File: config.mk
export PLATFORM = sky130hd
export DESIGN_NAME = perceptron_feeder
export DESIGN_NICKNAME = d
export VERILOG_FILES = /design/src/rtl/perceptron_pkg.sv /design/src/rtl/serial_shift_in.sv /design/src/rtl/perceptron_feeder.sv
export SDC_FILE = /design/constraint.sdc
export NUM_CORES = 1
export LEC_CHECK = 0
export BUFFER_PORTS_ARGS = -buffer_cell sky130_fd_sc_hd__buf_2
export CORE_ASPECT_RATIO = 1.4
export CORE_UTILIZATION = 59
export DETAILED_ROUTE_END_ITERATION = 8
export GPL_TIMING_DRIVEN = 0
export PLACE_DENSITY = 0.88
export SLEW_MARGIN = 40
export SYNTH_ARGS = -nofsm -noshare
export SYNTH_HDL_FRONTEND = slang
export SYNTH_SLANG_ARGS = --single-unit
File: constraint.sdc
create_clock -name clk -period 3.3 [get_ports clk]
set_clock_uncertainty 0.1 [all_clocks]
set_input_delay 0.99 -clock clk [delete_from_list [all_inputs] [get_ports clk]]
set_output_delay 0.99 -clock clk [all_outputs]
set_load 0.03 [all_outputs]
File: src/rtl/perceptron_pkg.sv
// Shared constants and FSM encoding for the perceptron datapath.
package perceptron_pkg;

  localparam int DATA_W_DEF = 8;
  localparam int WINDOW_DEF = 8;

  typedef enum logic {
    IDLE = 1'b0,
    RUN  = 1'b1
  } state_e;

endpackage

File: src/rtl/serial_shift_in.sv
// MSB-first serial-to-parallel assembler with a completion strobe on the final bit.
module serial_shift_in
  import perceptron_pkg::*;
#(
  parameter int DATA_W = DATA_W_DEF
) (
  input  logic              clk,
  input  logic              rst,
  input  logic              flush_i,
  input  logic              sdi_i,
  input  logic              accept_i,
  output logic              last_o,
  output logic              done_o,
  output logic [DATA_W-1:0] word_o
);

  localparam int CW = $clog2(DATA_W);
  localparam logic [CW-1:0] LAST = CW'(DATA_W - 1);

  logic [DATA_W-2:0] shreg_q, shreg_d;
  logic [CW-1:0]     bit_cnt_q, bit_cnt_d;

  // word_o is the byte that would be complete if the current bit were taken
  assign word_o = {shreg_q, sdi_i};
  assign last_o = (bit_cnt_q == LAST);
  assign done_o = accept_i && !flush_i && last_o;

  always_comb begin
    shreg_d   = shreg_q;
    bit_cnt_d = bit_cnt_q;
    if (flush_i) begin
      shreg_d   = '0;
      bit_cnt_d = '0;
    end else if (accept_i) begin
      shreg_d   = word_o[DATA_W-2:0];
      bit_cnt_d = last_o ? '0 : bit_cnt_q + 1'b1;
    end
  end

  always_ff @(posedge clk or posedge rst) begin
    if (rst) begin
      shreg_q   <= '0;
      bit_cnt_q <= '0;
    end else begin
      shreg_q   <= shreg_d;
      bit_cnt_q <= bit_cnt_d;
    end
  end

endmodule

File: src/rtl/perceptron_feeder.sv
// Serial sample feeder: assembles bits, double-buffers them and holds each
// sample stable on current for a WINDOW-cycle evaluation window.
module perceptron_feeder
  import perceptron_pkg::*;
#(
  parameter int DATA_W = DATA_W_DEF,
  parameter int WINDOW = WINDOW_DEF
) (
  input  logic              clk,
  input  logic              rst,
  input  logic              flush,
  input  logic              sdi,
  input  logic              sdi_valid,
  output logic              sdi_ready,
  output logic [DATA_W-1:0] current,
  output logic              frame_start,
  output logic              busy,
  output logic [7:0]        frame_count
);

  localparam int WCW = $clog2(WINDOW);
  localparam logic [WCW-1:0] WIN_LAST = WCW'(WINDOW - 1);

  state_e            state_q, state_d;
  logic [DATA_W-1:0] pend_q, pend_d;
  logic              pend_valid_q, pend_valid_d;
  logic [DATA_W-1:0] current_q, current_d;
  logic [WCW-1:0]    win_cnt_q, win_cnt_d;
  logic              frame_start_q, frame_start_d;
  logic [7:0]        frame_count_q, frame_count_d;
  logic              last_bit, accept, byte_done, load;
  logic [DATA_W-1:0] byte_word;

  // Only the completing bit stalls; partial bits may refill behind a full pend
  assign sdi_ready = !(pend_valid_q && last_bit);
  assign accept    = sdi_valid && sdi_ready;

  serial_shift_in #(.DATA_W(DATA_W)) u_shift (
    .clk     (clk),
    .rst     (rst),
    .flush_i (flush),
    .sdi_i   (sdi),
    .accept_i(accept),
    .last_o  (last_bit),
    .done_o  (byte_done),
    .word_o  (byte_word)
  );

  always_comb begin
    state_d       = state_q;
    pend_d        = pend_q;
    pend_valid_d  = pend_valid_q;
    current_d     = current_q;
    win_cnt_d     = win_cnt_q;
    frame_start_d = 1'b0;
    frame_count_d = frame_count_q;
    load          = 1'b0;

    case (state_q)
      IDLE: load = pend_valid_q;
      RUN: begin
        win_cnt_d = win_cnt_q + 1'b1;
        if (win_cnt_q == WIN_LAST) begin
          if (pend_valid_q) load = 1'b1;
          else              state_d = IDLE;
        end
      end
      default: state_d = IDLE;
    endcase

    if (load) begin
      current_d     = pend_q;
      pend_valid_d  = 1'b0;
      frame_start_d = 1'b1;
      win_cnt_d     = '0;
      frame_count_d = frame_count_q + 8'd1;
      state_d       = RUN;
    end

    // A newly completed byte wins over the consume of the old one
    if (byte_done) begin
      pend_d       = byte_word;
      pend_valid_d = 1'b1;
    end

    if (flush) begin
      state_d       = IDLE;
      pend_valid_d  = 1'b0;
      current_d     = '0;
      win_cnt_d     = '0;
      frame_start_d = 1'b0;
      frame_count_d = frame_count_q;
    end
  end

  always_ff @(posedge clk or posedge rst) begin
    if (rst) begin
      state_q       <= IDLE;
      pend_q        <= '0;
      pend_valid_q  <= 1'b0;
      current_q     <= '0;
      win_cnt_q     <= '0;
      frame_start_q <= 1'b0;
      frame_count_q <= '0;
    end else begin
      state_q       <= state_d;
      pend_q        <= pend_d;
      pend_valid_q  <= pend_valid_d;
      current_q     <= current_d;
      win_cnt_q     <= win_cnt_d;
      frame_start_q <= frame_start_d;
      frame_count_q <= frame_count_d;
    end
  end

  assign current     = current_q;
  assign frame_start = frame_start_q;
  assign busy        = (state_q == RUN);
  assign frame_count = frame_count_q;

endmodule
==> flow_summary.yaml <==
finish:
  fillers: 200
  drive_gt1_frac: 0.275
  regArea_um2: 1000
  multi_input_area_um2: 623
  area_growth_pct: 15.6
  num_antenna_cells: 0
  num-nets-final: 176
global_route:
  grt_max_degree: 24
  grt_pass1_wl_mm: 4.93
  overflow: 0
  antenna_found_initial: 0
  grt_pass1_vias: 1155
  groute.usage.overall: 0.227
floorplanning:
  die_w_um: 46.8
  die_y_um: 64.7
  dieArea_um2: 3030
  row_count: 22
  start_util: 0.627
  io-pin-count: 24
  coreArea_um2: 2640
placed_design:
  gp_congestion: 0.757
  dp_hpwl_mm: 2.22
  io_buffers: 22
setup_path:
  required_ps: 2210
  cpPeakStageDelay_ps: 420
  critPathCapture: "sdi_ready"
  reg2reg_to: "pend_q[2]"
  cp.depth: 4
  slowest_stage: "dfrtp_1"
  timing.critical_path.buf_inv: 1
  cp.arrival_ps: 1490
  start_kind: "register"
  worstSetupPathType: "reg2out"
  cp-startpoint: "u_shift.bit_cnt_q[0]"
  timing.rr.start: "u_shift.bit_cnt_q[0]"
  worst_setup_path_end_kind: "output port"
  cp_top_family: "adder cells"
  r2r_cells: 5
  cp_common_cell: "ha_1"
  cp_cell_sequence: "ha_1, ha_1, nand2_1, buf_2"
  crit_fanout: 5
  r2r_slack_ps: 1250
logic_synthesis:
  synth_edf_count: 0
  synth-seq-area-share: 0.604
  synth_common_cells: "dfrtp_1, nand2_1, a21oi_1"
  yosysTopAreaCell: "dfrtp_1"
  synth_top_flop_cell: "dfrtp_1"
  synth.top_cell.area_share: 0.604
  ys_top_cells_by_area: "dfrtp_1, mux2_2, nand2_1, a22o_1, ha_1"
  yosysMostFrequentCell: "dfrtp_1"
  ys_warn_count: 0
  syn_area_um2: 1660
  syn_area_per_cell_um2: 12.2
  async_reset_ff_frac: 1.00
  ys_ff_latch: 40
  synthCells: 136
  synth_cell_types: 27
  synth_nets: 146
cts:
  clk-insertion-delay-late_ps: 340
  cts_tree: "built"
  cts-resized-gates: 0
  ctsRootBufferMaster: "clkbuf_4"
  hold_buffers: 0
  cts_inserted_buffers: 5
  cts_sinks: 40
  post_cts_buffers: 0
  htreeDepth: 2
  path_clk_slew_ps: 110
  cts_buffer_depth: 2
sta:
  clock.fmax_ghz: 0.388
  finalHoldViolCount: 0
  setup_viol: 0
  timing.final.crit_period_ps: 2580
  min_period_over_period: 0.781
  hold_slack_ps: 381
  worst_pin_slew_ps: 706
  max_slew_margin: 0.529
  rsz0062_at_grt: "no"
  drv_slew: 0
  setup_tns_ps: 0
power_and_ir_drop:
  p_leak_uw: 0.00103
  p_per_area_nw_per_um2: 443
  ir_worst_vdd_mv: 0.421
routing:
  drt_iter0_drc: 29
  wl_per_cell_um: 14.9
  drc_errors: 0
  final_antenna_net_count: 0
  drt_pass1_iterations: 4
  viasPerCell: 5.68
  num_vias: 1153
  drt-total-wl_mm: 3.03
min_path:
  hold_class: "reg2reg"
job:
  maxCapViolCount: 0
run_status:
  status: "completed"
-- worst min path at each step --
stage,start,to,depth (start not counted)
3_5_place_dp,frame_count[7],frame_count[7],1
6_report,frame_count[7],frame_count[7],1
5_1_grt,frame_count[7],frame_count[7],1
2_1_floorplan,pend_q[0],current[0],1
3_3_place_gp,frame_count[7],frame_count[7],1
4_1_cts,frame_count[7],frame_count[7],1
-- power breakdown --
group | leakage [uW] | switching (uW) | internal [uW]
Clock | 0.0000422 | 152 | 159
Sequential | 0.000556 | 3.94 | 495
Combinational | 0.000428 | 26.2 | 13.0
Total | 0.00103 | 183 | 666
-- per-stage QoR --
stage | power [uW] | setup WS (ps) | area (um2) | utilization | instances
finish | 849 | 722 | 1920 | 0.725 | 203
global route | 880 | 653 | 1920 | 0.725 | 203
CTS | 861 | 702 | 1920 | 0.725 | 203
detailed placement | 548 | 902 | 1840 | 0.696 | 195
global placement | 541 | 857 | 1810 | 0.686 | 194
floorplan | 532 | 1050 | 1660 | - | 136
-- flip-flops by register name, summed over array words and instances, names as in the netlist --
| signal | cells |
|---|---|
| u_shift.shreg_q | 7 |
| busy | 1 |
| u_shift.bit_cnt_q | 3 |
| frame_start | 1 |
| pend_q | 8 |
| win_cnt_q | 3 |
| pend_valid_q | 1 |
| current | 8 |
| frame_count | 8 |
-- layout by cell type, fill, tap and decap left out, drive strengths merged, types with 2 or more instances in the layout --
| master | synthesis | final |
|---|---|---|
| a21o | 2 | 2 |
| a21oi | 10 | 10 |
| a22o | 8 | 8 |
| buf | 3 | 26 |
| clkbuf | 3 | 9 |
| dfrtp | 40 | 40 |
| ha | 5 | 5 |
| inv | 2 | 2 |
| mux2 | 9 | 9 |
| mux2i | 2 | 2 |
| nand2 | 19 | 19 |
| nand2b | 2 | 2 |
| nand3 | 2 | 2 |
| nor2 | 8 | 8 |
| nor3b | 2 | 2 |
| nor4 | 3 | 3 |
| nor4b | 2 | 2 |
| xor2 | 7 | 7 |
-- kinds of logic after synthesis --
kind of cell,count (synthesis),share of synthesized area
DFF,40,0.604
muxes,11,0.0732
adders and majority gates,5,0.0377
xor gates and xnor gates,8,0.0423
AOI/OAI and AO/OA,23,0.0974
and+or+nand+nor,41,0.125
buffers and inverters,8,0.0204
-- area by class of cell --
cell class,instances,area share
Tap cell,36,0.0235
Multi-Input combinational cell,88,0.325
Clock inverter,2,0.0183
Sequential cell,40,0.522
Timing Repair Buffer,23,0.0718
Buffer,6,0.0137
Clock buffer,6,0.0215
Inverter,2,0.00392
-- metal layers --
metal  wire [um]  vias to the layer above  global-route usage
met1        1260                      583               0.260
li1            -                      540                   -
met3         111                        4              0.0669
met5           0                        -                   0
met4          14                        0              0.0786
met2        1640                       26               0.387
Power figures use the tool's default switching activity.
